===== src/rtl/grf_wb_pkg.sv =====
// grf_wb_pkg: shared widths and the queued write-back entry layout for the GRF write-back path.
package grf_wb_pkg;
    localparam int REG_AW = 5;
    localparam int DATA_W = 32;
    localparam logic [REG_AW-1:0] REG_ZERO = 5'd0;
    typedef struct packed {
        logic [REG_AW-1:0] addr;
        logic [DATA_W-1:0] data;
        logic [DATA_W-1:0] pc;
        logic              kill;
    } wb_entry_t;
endpackage


===== src/rtl/grf_wb_fifo.sv =====
// grf_wb_fifo: MDU result queue with per-entry kill bits and pending-write lookup for decode.
module grf_wb_fifo
    import grf_wb_pkg::*;
#(
    parameter int DEPTH = 4,
    parameter int AW    = 2
) (
    input  logic              clk,
    input  logic              rst_n,
    input  logic              push,
    input  logic [REG_AW-1:0] push_addr,
    input  logic [DATA_W-1:0] push_data,
    input  logic [DATA_W-1:0] push_pc,
    input  logic              pop,
    input  logic              kill_en,
    input  logic [REG_AW-1:0] kill_addr,
    input  logic [REG_AW-1:0] q_addr1,
    input  logic [REG_AW-1:0] q_addr2,
    output wb_entry_t         head,
    output logic              full,
    output logic              empty,
    output logic              hit1,
    output logic              hit2,
    output logic [AW:0]       count
);
    logic [AW-1:0]     head_q, head_d, tail_q, tail_d;
    logic [AW:0]       count_q, count_d;
    logic [DEPTH-1:0]  kill_q, live;
    logic [REG_AW-1:0] addr_q [DEPTH];
    logic [DATA_W-1:0] data_q [DEPTH];
    logic [DATA_W-1:0] pc_q   [DEPTH];

    assign head_d  = head_q + {{(AW-1){1'b0}}, pop};
    assign tail_d  = tail_q + {{(AW-1){1'b0}}, push};
    assign count_d = count_q + {{AW{1'b0}}, push} - {{AW{1'b0}}, pop};
    assign full    = count_q == (AW+1)'(DEPTH);
    assign empty   = count_q == '0;
    assign count   = count_q;
    assign head    = '{addr: addr_q[head_q], data: data_q[head_q], pc: pc_q[head_q], kill: kill_q[head_q]};

    // A slot is live when its distance from the head is below the occupancy.
    for (genvar i = 0; i < DEPTH; i++) begin : g_live
        assign live[i] = {1'b0, AW'(i) - head_q} < count_q;
    end

    // Decode lookup: a live, unkilled entry targeting the register still owes a write.
    always_comb begin
        hit1 = 1'b0;
        hit2 = 1'b0;
        for (int i = 0; i < DEPTH; i++) begin
            hit1 = hit1 | (live[i] & ~kill_q[i] & (addr_q[i] == q_addr1));
            hit2 = hit2 | (live[i] & ~kill_q[i] & (addr_q[i] == q_addr2));
        end
        hit1 = hit1 & (q_addr1 != REG_ZERO);
        hit2 = hit2 & (q_addr2 != REG_ZERO);
    end

    // Payload storage needs no reset; only live slots are ever observed.
    always_ff @(posedge clk) begin
        if (push) begin
            addr_q[tail_q] <= push_addr;
            data_q[tail_q] <= push_data;
            pc_q[tail_q]   <= push_pc;
        end
    end

    // Pointers, occupancy and kill marking; a same-cycle push lands unkilled.
    always_ff @(posedge clk or negedge rst_n) begin
        if (!rst_n) begin
            head_q  <= '0;
            tail_q  <= '0;
            count_q <= '0;
            kill_q  <= '0;
        end else begin
            head_q  <= head_d;
            tail_q  <= tail_d;
            count_q <= count_d;
            for (int i = 0; i < DEPTH; i++)
                if (kill_en && live[i] && addr_q[i] == kill_addr) kill_q[i] <= 1'b1;
            if (push) kill_q[tail_q] <= 1'b0;
        end
    end
endmodule


===== src/rtl/grf_wb_arbiter.sv =====
// grf_wb_arbiter: merges W-stage and MDU results onto the GRF write port; GRF_WB_BYPASS_EN lets MDU results skip an empty queue.
module grf_wb_arbiter
    import grf_wb_pkg::*;
#(
    parameter int DEPTH = 4,
    parameter int AW    = 2
) (
    input  logic          clk,
    input  logic          rst_n,
    input  logic          pipe_we,
    input  logic [4:0]    pipe_addr,
    input  logic [31:0]   pipe_data,
    input  logic [31:0]   pipe_pc,
    input  logic          mdu_valid,
    output logic          mdu_ready,
    input  logic [4:0]    mdu_addr,
    input  logic [31:0]   mdu_data,
    input  logic [31:0]   mdu_pc,
    input  logic [4:0]    q_addr1,
    input  logic [4:0]    q_addr2,
    output logic          q_hit1,
    output logic          q_hit2,
    output logic          grf_we,
    output logic [4:0]    grf_addr,
    output logic [31:0]   grf_data,
    output logic [31:0]   grf_pc,
    output logic [AW:0]   fifo_count
);
    wb_entry_t         head;
    logic              full, empty, pipe_ok, xfer, mdu_ok, pop, push, byp;
    logic              grf_we_q, grf_we_d;
    logic [REG_AW-1:0] grf_addr_q, grf_addr_d;
    logic [DATA_W-1:0] grf_data_q, grf_data_d, grf_pc_q, grf_pc_d;

    assign mdu_ready = rst_n && !full;
    assign xfer      = mdu_valid && mdu_ready;
    assign mdu_ok    = xfer && mdu_addr != REG_ZERO;
    assign pipe_ok   = pipe_we && pipe_addr != REG_ZERO;
    assign pop       = !pipe_ok && !empty;
`ifdef GRF_WB_BYPASS_EN
    assign byp       = mdu_ok && !pipe_ok && empty;
`else
    assign byp       = 1'b0;
`endif
    assign push      = mdu_ok && !byp;

    grf_wb_fifo #(.DEPTH(DEPTH), .AW(AW)) u_fifo (
        .clk       (clk),
        .rst_n     (rst_n),
        .push      (push),
        .push_addr (mdu_addr),
        .push_data (mdu_data),
        .push_pc   (mdu_pc),
        .pop       (pop),
        .kill_en   (pipe_ok),
        .kill_addr (pipe_addr),
        .q_addr1   (q_addr1),
        .q_addr2   (q_addr2),
        .head      (head),
        .full      (full),
        .empty     (empty),
        .hit1      (q_hit1),
        .hit2      (q_hit2),
        .count     (fifo_count)
    );

    // Issue priority: pipe, then queue head (killed heads drain silently), then bypass; idle holds fields.
    always_comb begin
        grf_we_d   = pipe_ok ? 1'b1      : pop ? !head.kill : byp;
        grf_addr_d = pipe_ok ? pipe_addr : pop ? head.addr  : byp ? mdu_addr : grf_addr_q;
        grf_data_d = pipe_ok ? pipe_data : pop ? head.data  : byp ? mdu_data : grf_data_q;
        grf_pc_d   = pipe_ok ? pipe_pc   : pop ? head.pc    : byp ? mdu_pc   : grf_pc_q;
    end

    // Output register driving the GRF write port.
    always_ff @(posedge clk or negedge rst_n) begin
        if (!rst_n) begin
            grf_we_q   <= 1'b0;
            grf_addr_q <= '0;
            grf_data_q <= '0;
            grf_pc_q   <= '0;
        end else begin
            grf_we_q   <= grf_we_d;
            grf_addr_q <= grf_addr_d;
            grf_data_q <= grf_data_d;
            grf_pc_q   <= grf_pc_d;
        end
    end

    assign grf_we   = grf_we_q;
    assign grf_addr = grf_addr_q;
    assign grf_data = grf_data_q;
    assign grf_pc   = grf_pc_q;
endmodule


===== config.mk =====
export PLATFORM = sky130hd
export DESIGN_NAME = grf_wb_arbiter
export DESIGN_NICKNAME = d
export VERILOG_FILES = /design/src/rtl/grf_wb_pkg.sv /design/src/rtl/grf_wb_fifo.sv /design/src/rtl/grf_wb_arbiter.sv
export SDC_FILE = /design/constraint.sdc
export NUM_CORES = 1
export LEC_CHECK = 0
export ABC_AREA = 1
export CORE_MARGIN = 3
export CORE_UTILIZATION = 35
export DETAILED_ROUTE_END_ITERATION = 6
export PLACE_DENSITY_LB_ADDON = 0.2
export RECOVER_POWER = 50
export SLEW_MARGIN = 15
export SYNTH_ARGS = -nofsm -noshare
export SYNTH_HDL_FRONTEND = slang
export SYNTH_SLANG_ARGS = --single-unit

===== constraint.sdc =====
create_clock -name clk -period 8.33 [get_ports clk]
set_input_delay 1.2495 -clock clk [delete_from_list [all_inputs] [get_ports clk]]
set_output_delay 1.2495 -clock clk [all_outputs]
set_load 0.05 [all_outputs]

After elaboration in Yosys (flattened, before gate mapping) --
Memory sizes are Yosys's and may differ from the RTL's. Index checks and enable logic that the tools add are counted. Widths: inputs -> output; s select.
Operators by class: divide/modulo/power cells 0, reductions and logical operators 24, shift-type cells 0, equality and inequality tests 13, magnitude comparators 7, $mul 0, add/sub/neg operators 8, multiplexer cells 19, bitwise operators 26
Operator list (count):
- $mux 32 | 4
- $eq 5x5->1 | 12
- $reduce_bool 5->1 | 4
- $and 1x1->1 | 14
- $logic_and 1x1->1 | 14
- $lt 2x3->1 | 4
- $mux 1 | 10
- $mux 5 | 2
- $lt 2x3->1 const B | 2
- $or 1x1->1 | 6
- $add 2x1->2 | 2
- $and 4x4->4 | 1
- $logic_not 1->1 | 4
- $mux 4 | 1
- $not 1->1 | 4
- $not 4->4 | 1
- $sub 1x2->2 const A | 2
- $sub 2x2->2 const A | 2
- $add 3x1->3 | 1
- $eq 3x3->1 const B | 1
- $logic_not 3->1 | 1
- $sub 3x1->3 | 1
- $bmux 1 s2 | 1
- $demux 1 s2 | 1
- other kinds (2) | 2
Word-level totals: word-level logic and storage cells 108, memories 3, flip-flop bits (word level) 81, output and inout port bits 76, memory bits (writable) 276, ROM bits 0, latch bits 0, input bits 152
Memory list:
- u_fifo.data_q | words 4, bits a word 32, read ports 1, clocked after Yosys merged registers in 0, wr ports 1, line grf_wb_fifo.sv:30 | logic [DATA_W-1:0] data_q [DEPTH];
- u_fifo.pc_q | words 4, bits a word 32, read ports 1, clocked after Yosys merged registers in 0, wr ports 1, line grf_wb_fifo.sv:31 | logic [DATA_W-1:0] pc_q [DEPTH];
- u_fifo.addr_q | words 4, bits a word 5, read ports 5, clocked after Yosys merged registers in 0, wr ports 1, line grf_wb_fifo.sv:29 | logic [REG_AW-1:0] addr_q [DEPTH];

Logic depth before layout (Yosys ltp) --
Gate-level depths: netlist of run 1.
word-level depth 8, gate-level depth with buffers 16, depth with buffers taken out 14

Cells and area by module --
From an unflattened synthesis of run 1, not the netlist that was laid out.
Second synthesis, totals: cell total of the unflattened synthesis 1307, area, all modules 15128.3 um^2
By module, submodules not included:
- grf_wb_fifo | area each 11576.1 um^2, seq. area each 8563.2 um^2, times used 1, cells an instance 869
- grf_wb_arbiter | area each 3552.2 um^2, seq. area each 1751.7 um^2, times used 1, cells an instance 438

Worst setup path before layout of run 1 --
No wires, ideal clock.
path type in2reg, start in rst_n, end mem u_fifo.addr_q[0][0] (enable), data required time 7746 ps, library setup time 584 ps, stages on the path 4, path buffers 0, arrival time 7265 ps, slack 481 ps, path through inv_1 > a31oi_1 > nand3_1 > nor3_1
Between the ends: longest elaborated chain between the ends 5
RTL lines:
- from (decl) | line grf_wb_arbiter.sv:9 | input logic rst_n,
- $logic_and 1x1->1 | line grf_wb_arbiter.sv:35 | assign mdu_ready = rst_n && !full;
- named net mdu_ready | line grf_wb_arbiter.sv:15 | output logic mdu_ready,
- $logic_and 1x1->1 | line grf_wb_arbiter.sv:36 | assign xfer = mdu_valid && mdu_ready;
- $logic_and 1x1->1 | line grf_wb_arbiter.sv:37 | assign mdu_ok = xfer && mdu_addr != REG_ZERO;
- $mux 1 | line grf_wb_fifo.sv:60 | if (push) begin
- $mux 1 (implied by the code) | line grf_wb_fifo.sv:61 | addr_q[tail_q] <= push_addr;
- to (decl) | line grf_wb_fifo.sv:29
The timed path passes the listed nets, and every way through them passes these cells.

Final worst setup path of run 1 --
start in rst_n, end mem u_fifo.pc_q[1][11] (enable)
Between the ends: longest elaborated chain between the ends 5
RTL lines:
- $logic_and 1x1->1 | line grf_wb_arbiter.sv:35
- $logic_and 1x1->1 | line grf_wb_arbiter.sv:36
- $logic_and 1x1->1 | line grf_wb_arbiter.sv:37
- $mux 1 | line grf_wb_fifo.sv:60
- $mux 1 (implied by the code) | line grf_wb_fifo.sv:63 | pc_q[tail_q] <= push_pc;
- to (decl) | line grf_wb_fifo.sv:31
No other way between the ends.

==> impl_results.md, run 1 <==
- Outcome: complete, but fails checks
- Violated checks: max-capacitance violations, max-slew violations
- Post-Synth Adder-Cell Area: 0.652%
- IO Pins: 228
- Setup Skew: 18.0 ps
- PwrDens: 345 nW/um^2
- Peak supply drop: 0.252 mV
- Busiest grt layer: met2
- Largest family of logic cells by synthesized area: simple AND/OR/NAND/NOR gates
- DR DRC count: 0
- Post-Synth XOR/XNOR Area: 1.14%
- Minimum hold slack: 477 ps
- Cells after DPL: 2007
- CTS clk-pin slew, worst paths: 60 ps
- Unique cell type count in the Yosys netlist: 32
- DRT iter0 DRCs: 654
- Post-Route Setup TNS: 0 ps
- CP Data Required Time: 8500 ps
- Starting Density: 35.6%
- CTS Hold Bufs: 0
- Most common cell after layout, fill and taps aside: nand2_1
- Area leader, netlist: edfxtp_1
- Vias per cell: 4.85
- Post-synth EDFFs: 276
- Critical Path Fanout Max: 48
- Slew margin rel.: -191%
- DP Worst Slack: 3590 ps
- Slowest stage cell, crit path: clkbuf_1
- Area fraction in compound gates after synthesis: 3.22%
- CTS resizes: 0
- CP Launch Type: input port
- Max-cap violations: 5
- Initial antenna violation count: 13
- Setup Buffers After CTS: 0
- Synthesized cell area: 14600 sq um
- FMAX: 178 MHz
- Share of cells above drive strength 1: 6.01%
- Sequential fraction of the synthesis area: 70.7%
- Layout area overhead: 28.4%
- Leak: 7.09 nW
- Final Max Tran Viols: 206
- Die area: 44200 sq um
- Psw: 0.00241 W
- Comb power frac: 34.5%
- Largest net degree at the start of global routing: 72
- Mapped Cells: 1289
- Async S/R FF share, synth: 22.7%
- Skew-Pair Late Insertion Delay: 550 ps
- RSZ-0062 raised after global routing: no
- Ys flop type: edfxtp_1
- Core area: 41000 sq um
- Final core occ: 45.7%
- TritonCTS clock tree: done
- Min Tclk post-route: 5600 ps
- Post-synthesis simple-gate area fraction: 20.6%
- Total Routing Usage GR: 17.8%
- HP Class: flop to flop
- Nets@finish: 1675
- Synthesis-stage register bit count: 357
- CTS buffer count: 39
- Total grt overflow: 0
- Mux contribution to synthesized area: 0%
- Root buffer cell: clkbuf_16
- Net Sw Frac: 37.3%
- Hpwl dp: 23.9 mm
- Tightest Pin Transition: 4370 ps
- Crit path cell chain: clkbuf_1 -> inv_1 -> a31oi_1 -> nand3_1 -> nor3_2 -> clkbuf_1 -> buf_4
- Critical Path AT: 5770 ps
- Met2 Use GR: 28.0%
- Longest Clk Path Bufs: 3
- Final hold vios: 0
- 1st-pass router iterations: 6
- HP Start: grf_data[2]$_DFFE_PN0P_
- Most frequent cells in the layout: nand2_1 (539), edfxtp_1 (276), clkdlybuf4s50_1 (156), dfrtp_1 (81), dlygate4sd3_1 (70)
- Start point of the critical path: rst_n
- Drt total wl: 39.5 mm
- Reg power frac: 37.2%
- Vias in the first global route: 10300
- First-pass GRT wire length: 60.9 mm
- Crit. End Element: flop
- Synth warn: 0
- Met1 Use GR: 24.9%
- Synth area leaders: edfxtp_1 (57%), dfrtp_1 (14%), nand2_1 (14%), nand4_1 (3.0%), nand3_1 (2.0%)
- Filler cells: 3781
- Avg Synthesized Cell Area: 11.3 sq um
- RePlAce Congestion: 0.883
- Area share of the largest cell type after synthesis: 56.8%
- Setup-failing EPs final: 0
- GRT met3 Usage: 4.24%
- Routed Antenna Nets: 0
- Die span in y: 210 microns
- CTS Sinks: 357
- R2R Path Start: u_fifo.head_q[0]$_DFF_PN0_
- Routed WL per cell: 18.9 microns
- Power Internal: 0.00406 W
- IO Port Bufs: 227
- Cell Rows: 74
- H-tree Lvls: 2
- Final period util: 67.3%
- Net Count, Synth: 1448
- Non-filler cells in the finished layout: 2086
- DR vias: 10100
- Clock power frac: 28.3%
- Top cell by count, worst path: clkbuf_1
- Setup CP Type: input port to flop
- Reg2Reg Setup Slack: 3500 ps
- Slowest stage delay, CP: 1630 ps
- Setup WS post-layout: 2730 ps
- Die Wd: 210 microns
power by group through the flow:
stage / Sequential (W) / Combinational, W / Clock, W
6_report: 0.00241 / 0.00223 / 0.00183
5_1_grt: 0.00244 / 0.00243 / 0.00195
4_1_cts: 0.00241 / 0.00226 / 0.00188
3_5_place_dp: 0.00244 / 0.00225 / 0
3_3_place_gp: 0.00244 / 0.00224 / 0
2_1_floorplan: 0.00297 / 0.000902 / 0
layout make-up:
cell class	count	area (sq um)	area share (%)
repair buffers	242	2370	12.7
well taps	532	666	3.55
flip-flops and latches	357	10300	55.0
multi-input cells	818	3760	20.1
inverters	58	218	1.16
diodes	7	17.5	0.0935
clock inverters	18	238	1.27
clock buffers	54	1150	6.16
registers in the layout, indices dropped and copies added, names as in the netlist, 2 cells and up:
register,flops
grf_data,32
u_fifo.kill_q,4
u_fifo.tail_q,2
u_fifo.addr_q,20
u_fifo.head_q,2
u_fifo.data_q,128
grf_pc,32
grf_addr,5
u_fifo.pc_q,128
u_fifo.count,3
cell usage after synthesis, types with 11 or more instances:
cell      number
dfrtp_1       81
buf_2         37
o21ai_0       17
nand3_1       58
nor3_1        11
nor2_1        33
a22oi_1       32
xnor2_1       11
nand4_1       69
nand2_1      539
inv_1         52
edfxtp_1     276
metal layers:
metal,wire [microns],vias up
met3,2720,73
met1,18200,4851
met5,74,-
met4,843,14
met2,17700,296
li1,-,4882
worst max-delay path, delay by kind of cell:
family                 cells  cell delay, ps
AND/OR/NAND/NOR            2             500
buffers and inverters      4            3650
AO/OA/AOI/OAI              1             330
final timing paths:
check / endpoint / cells after the start
max in group asynchronous: grf_pc[14]$_DFFE_PN0P_ / 2
max reg2reg: grf_addr[2]$_DFFE_PN0P_ / 7
min: grf_data[2]$_DFFE_PN0P_ / 2
min in group asynchronous: grf_pc[28]$_DFFE_PN0P_ / 1
min reg2reg: grf_data[2]$_DFFE_PN0P_ / 2
max: u_fifo.pc_q[1][11]$_DFFE_PP_ / 7
cells by family (layout without fill, tap and decap cells):
| group | after synthesis | count (layout) |
|---|---|---|
| fa+ha+maj | 7 | 7 |
| simple gates | 719 | 719 |
| other cells | 0 | 7 |
| compound gates | 73 | 73 |
| xor+xnor | 19 | 19 |
| flops | 357 | 357 |
| buf+inv | 114 | 372 |
through the flow:
| step | area [sq um] | total power (W) |
|---|---|---|
| 6_report | 18700 | 0.00647 |
| 5_1_grt | 18700 | 0.00682 |
| 3_3_place_gp | 17400 | 0.00468 |
| 3_5_place_dp | 17400 | 0.00469 |
| 4_1_cts | 18800 | 0.00655 |
| 2_1_floorplan | 14600 | 0.00387 |
Note: power is estimated with default switching activity, not from simulation.
==> inputs of run 2 (changes only) <==
clock period = 5.45 ns   (was 8.33 ns; I/O delays follow)
==> impl_results.md, run 2 (synthesized netlist as in run 1, its figures left out) <==
- Outcome: complete, but fails checks
- Violated checks: max-capacitance violations, max-slew violations
- Die Wd: 210 microns
- RSZ-0062 raised after global routing: no
- Cell Rows: 74
- Die area: 44200 sq um
- CP Launch Type: flop
- Biggest registers after layout: u_fifo.data_q: 128 flops, u_fifo.pc_q: 128 flops
- Setup WS post-layout: 1330 ps
- Multi-input gate area: 3750 sq um
- Total Routing Usage GR: 17.4%
- CTS buffer count: 40
- Critical Path Fanout Max: 7
- DR vias: 10100
- Largest net degree at the start of global routing: 72
- Starting Density: 35.6%
- Critical Path AT: 3300 ps
- Met2 Use GR: 26.7%
- IO Port Bufs: 227
- R2R Path Start: u_fifo.count[1]$_DFF_PN0_
- PwrDens: 520 nW/um^2
- CTS clk-pin slew, worst paths: 60 ps
- TritonCTS clock tree: done
- Setup CP Type: flop to primary output
- DRT iter0 DRCs: 654
- Met1 Use GR: 25.1%
- Design area: 18700 sq um
- CP Depth: 15
- Final hold vios: 0
- Filler cells: 3833
- Tightest Pin Transition: 2560 ps
- Vias in the first global route: 10100
- CP top delay family: buffers and inverters
- Flip-flop and latch area: 10300 sq um
- DP Worst Slack: 1640 ps
- CTS resizes: 0
- Worst Reg-to-Reg Cells: 5
- Final Max Tran Viols: 197
- Final period util: 75.6%
- Root buffer cell: clkbuf_16
- Layout area overhead: 28.0%
- CP Data Required Time: 4630 ps
- Setup Buffers After CTS: 0
- First-pass GRT wire length: 59.6 mm
- Crit path cell chain: inv_1 -> nor2_4 -> nor2_1 -> inv_1 -> ha_1 -> inv_1 -> nor2_1 -> nand2_1 -> nand2_1 -> nor2_1 -> nand3_1 -> nand2_1 -> nor2_1 -> nor2_1 -> clkdlybuf4s50_1
- Minimum hold slack: 270 ps
- GRT met3 Usage: 4.00%
- Worst path bufs/invs: 4
- CTS Sinks: 357
- Busiest grt layer: met2
- Setup Skew: 13.7 ps
- H-tree Lvls: 2
- Leak: 7.07 nW
- Initial antenna violation count: 11
- Total grt overflow: 0
- HP Class: input port to asynchronous set/reset pin
- Reg2Reg Setup Slack: 1930 ps
- Vias per cell: 4.85
- Min Tclk post-route: 4120 ps
- RR Endpoint: u_fifo.pc_q[0][4]$_DFFE_PP_
- Nets@finish: 1678
- Top cell by count, worst path: nor2_1
- Slowest stage cell, crit path: clkdlybuf4s50_1
- Share of cells above drive strength 1: 5.80%
- Peak supply drop: 0.443 mV
- Drt total wl: 38.5 mm
- Most common cell after layout, fill and taps aside: nand2_1
- RePlAce Congestion: 0.889
- Most frequent cells in the layout: nand2_1 (540), edfxtp_1 (276), clkdlybuf4s50_1 (153), dfrtp_1 (81), dlygate4sd3_1 (73)
- Core area: 41000 sq um
- Slowest stage delay, CP: 810 ps
- 1st-pass router iterations: 5
- Routed Antenna Nets: 0
- IO Pins: 228
- Crit. End Element: primary output
- Max-cap violations: 5
- Setup-failing EPs final: 0
- Longest Clk Path Bufs: 3
- DR DRC count: 0
- Skew-Pair Late Insertion Delay: 540 ps
- Die span in y: 210 microns
- CTS Hold Bufs: 0
- Slew margin rel.: -70.9%
- Cell Area, Placed: 17400 sq um
- Routed WL per cell: 18.4 microns
- FMAX: 243 MHz
- Hpwl dp: 24.1 mm
==> run 2: how the worst max path moves through the flow <==
stage,slack (ps),to,startpoint
after CTS,1260,q_hit2,u_fifo.head_q[0]$_DFF_PN0_
after global placement,1660,q_hit2,q_addr2[0]
after floorplan,-2150,u_fifo.addr_q[0][0]$_DFFE_PP_,u_fifo.count[1]$_DFF_PN0_
after global routing,1050,q_hit2,u_fifo.head_q[0]$_DFF_PN0_
final,1330,q_hit2,u_fifo.head_q[0]$_DFF_PN0_
after detailed placement,1640,q_hit2,q_addr2[4]
==> run 2: where the power goes <==
group	leakage, nW	switching (W)	internal (W)	total [W]
Clock	0.641	0.00106	0.00161	0.00267
Sequential	3.49	0.000240	0.00344	0.00368
Combinational	2.94	0.00234	0.00102	0.00336
==> run 2: metrics by stage <==
| stage | instances | util [%] | TNS [ps] | total power, W |
|---|---|---|---|---|
| after global placement | 2009 | 42.4 | 0 | 0.00714 |
| after CTS | 2083 | 45.6 | 0 | 0.00986 |
| final | 2089 | 45.5 | 0 | 0.00971 |
| after floorplan | 1289 | - | -600740 | 0.00592 |
| after global routing | 2085 | 45.5 | 0 | 0.0103 |
| after detailed placement | 2009 | 42.4 | 0 | 0.00716 |
==> run 2: layout make-up <==
cell class	count	area share, %
sequential	357	55.2
multi-input combinational	818	20.1
timing repair buffer	244	12.8
clock buffer	59	6.13
tap	532	3.56
inverter	58	1.17
clock inverter	15	0.924
antenna	6	0.0804
==> run 2: routing by layer <==
layer	wire length [microns]	part of all wire [%]
met1	17800	46
met2	17500	45
met3	2420	6.3
met4	686	1.8
met5	65	0.17
==> edit (settings of run 2) <==
Reset style: synchronous (`rst_n`), changed in 2 clocked blocks.
--- a/src/rtl/grf_wb_fifo.sv
+++ b/src/rtl/grf_wb_fifo.sv
@@ -66,5 +66,5 @@
 
     // Pointers, occupancy and kill marking; a same-cycle push lands unkilled.
-    always_ff @(posedge clk or negedge rst_n) begin
+    always_ff @(posedge clk) begin
         if (!rst_n) begin
             head_q  <= '0;
--- a/src/rtl/grf_wb_arbiter.sv
+++ b/src/rtl/grf_wb_arbiter.sv
@@ -74,5 +74,5 @@
 
     // Output register driving the GRF write port.
-    always_ff @(posedge clk or negedge rst_n) begin
+    always_ff @(posedge clk) begin
         if (!rst_n) begin
             grf_we_q   <= 1'b0;
Formal check against the unedited RTL: differs if rst_n is asserted again (counterexample within 4 cycles, from zero or initial values and one cycle with rst_n low); with rst_n held inactive, the same outputs for 4 cycles.
==> edit against run 2 <==
- global-route usage increased by 1.4 points
- critical path type is now in2reg
- sequential cell count unchanged
- combinational power decreased by 35%
- sequential power decreased by 11%
- core utilization about the same
- worst setup slack got worse by 0.37 ns
- fmax decreased by 8.2%
- final area increased by 0.78%
- power decreased by 17%
- largest power group unchanged
- the run still ends with capacitance limit, slew limit left
- area after synthesis increased by 1.3%
- non-clock buffer count unchanged
- routed wire length increased by 11%
- via count increased by 8.2%
- critical path depth decreased by 2
==> edit: results (changes against run 2) <==
Status
  • Status: complete, but fails checks
  • Failing checks: capacitance limit, slew limit

Power
  • Sw Share: 0.338 (-0.0367)
  • Leak pwr: 0.00735 uW (+3.9%)
  • Peak supply drop: 319 uV (-28%)

GRT
  • Largest net degree at the start of global routing: 72 (unchanged)
  • Initial antenna violation count: 9 (-2)
  • Vias in the first global route: 10900 (+8.4%)
  • First-pass GRT wire length: 64600 um (+8.3%)
  • Gr usage total: 0.188 (+0.0139)

Clocking
  • CTS clk-pin slew, worst paths: 0.06 ns (about the same)
  • Cts repair resizes: 0 (unchanged)
  • Post-CTS setup buffers: 0 (unchanged)
  • CTS H-tree depth: 2 (unchanged)
  • Clock latency on the worst-skew pair: 0.53 ns
  • Clock buffer count from CTS: 39 (-2.5%)
  • Max Root-Sink Buffers: 3 (unchanged)
  • Root buffer cell: clkbuf_16

STA
  • Slew @ Worst Pin: 1.61 ns (-0.952 ns)
  • Max Slew Vio Count: 44 (-78%)
  • Clock Skews: 0.0177 ns (+0.00398 ns)

Place
  • Placer Congestion: 0.929 (+4.5%)
  • IO Port Bufs: 227 (unchanged)
  • DP HPWL: 27300 um (+13%)
  • Placed Area: 17600 sq um (+1.2%)

Synthesis
  • Share of flip-flops with an asynchronous set or reset: 0 (-0.227)
  • Mux contribution to synthesized area: 0 (unchanged)
  • Sequential share of the synthesized area: 0.670 (-0.0368)
  • Synth top area share: 0.560 (-0.00754)
  • Xor/xnor share of the synthesized area: 0.00711 (-0.00430)
  • Adder-Cell Fraction of Synth Area: 0.00643 (-0.0000865)
  • Post-Synthesis Net Count: 1588 (+9.7%)
  • EDFF count, synth: 276 (unchanged)
  • Post-synthesis compound-gate area fraction: 0.0563 (+0.0241)
  • Synth Warn #: 0 (unchanged)
  • Ranking of synthesized cells by area: edfxtp_1, nand2_1, dfxtp_1
  • Top cells by count, synth: nand2_1, edfxtp_1, nand3_1
  • Library cells used by synthesis: 33 (+3.1%)

Setup path
  • Worst Path Max Fanout: 43 (+36)
  • Arr. time, crit path: 4.89 ns (+1.59 ns)
  • CP max-delay cell: nand2_1
  • CP peak stage delay: 1.17 ns (+0.36 ns)

Route
  • TritonRoute pass-1 iters: 6 (+1)
  • Vias per inst: 4.97 (+2.4%)
  • Routed WL: 42900 um (+11%)
  • Violation count after the first detailed-routing iteration: 685 (+4.7%)
  • Post-route antenna net violation count: 0 (unchanged)

Finish
  • Top flop regs: u_fifo.data_q (128), u_fifo.pc_q (128)
  • Share of cells above drive strength 1: 0.0663 (+0.00828)
  • Nets: 1805 (+7.6%)

Run
  • Max Cap Viol: 1 (-4)

Min path
  • Worst hold path type: reg2reg
[edit: changes by cell type after synthesis, moves of 22 or more]
cell and change:
nand3_1 +46, o21ai_1 +22, nand2_1 -70, dfxtp_1 +81
nor2_1 +38, inv_1 +50, or2_2 +22, dfrtp_1 -81
[edit: power groups by stage]
stage	combinational, uW	sequential [uW]	clock [uW]
CTS	2280	3290	2620
global route	2390	3310	2730
detailed placement	2270	3350	0
floorplan	981	3790	0
finish	2190	3290	2560
global placement	2260	3350	0
[edit: worst max-delay path, delay by kind of cell]
kind,cells,cell delay [ns]
adder cells (fa/ha/maj),2,0.53
buffers and inverters,3,0.88
AO/OA/AOI/OAI,3,0.37
AND/OR/NAND/NOR,4,2.12
XOR/XNOR,1,0.16
[edit: final cells by class]
class,instances,area (sq um)
inverter,110,413
clock buffer,55,1110
multi-input combinational,894,4170
fill,3846,22500
clock inverter,14,130
timing repair buffer,244,2420
antenna,3,7.51
sequential,357,9910
tap,532,666
[edit: cells by family after synthesis]
family	Yosys count
flip-flops	357
AND/OR/NAND/NOR	732
buffers and inverters	178
XOR/XNOR	12
AO/OA/AOI/OAI	143
adder cells (fa/ha/maj)	7
[edit: stage by stage]
stage | std cells | utilization | setup WS (ns)
finish | 2209 | 0.456 | 0.960
detailed placement | 2137 | 0.426 | 1.44
floorplan | 1429 | - | -0.435
CTS | 2206 | 0.456 | 1.06
global route | 2208 | 0.456 | 0.577
global placement | 2137 | 0.426 | 1.47
[edit: final timing paths]
path	start	endpoint	slack [ns]	cells after the start
worst min-delay path	u_fifo.kill_q[1]	u_fifo.kill_q[1]	0.47	2
worst min register to register	u_fifo.kill_q[1]	u_fifo.kill_q[1]	0.47	2
worst max-delay path	pipe_addr[1]	u_fifo.count[2]	0.96	13
worst max register to register	u_fifo.count[2]	grf_pc[15]	2.37	7
[edit: layer usage]
metal  vias to the layer above  share of wire  global-route usage
met4                        12          0.020              0.0513
li1                       5310              -                   -
met5                         -         0.0016                   0
met1                      5287           0.43               0.245
met2                       285           0.49               0.323
met3                        76          0.053              0.0350
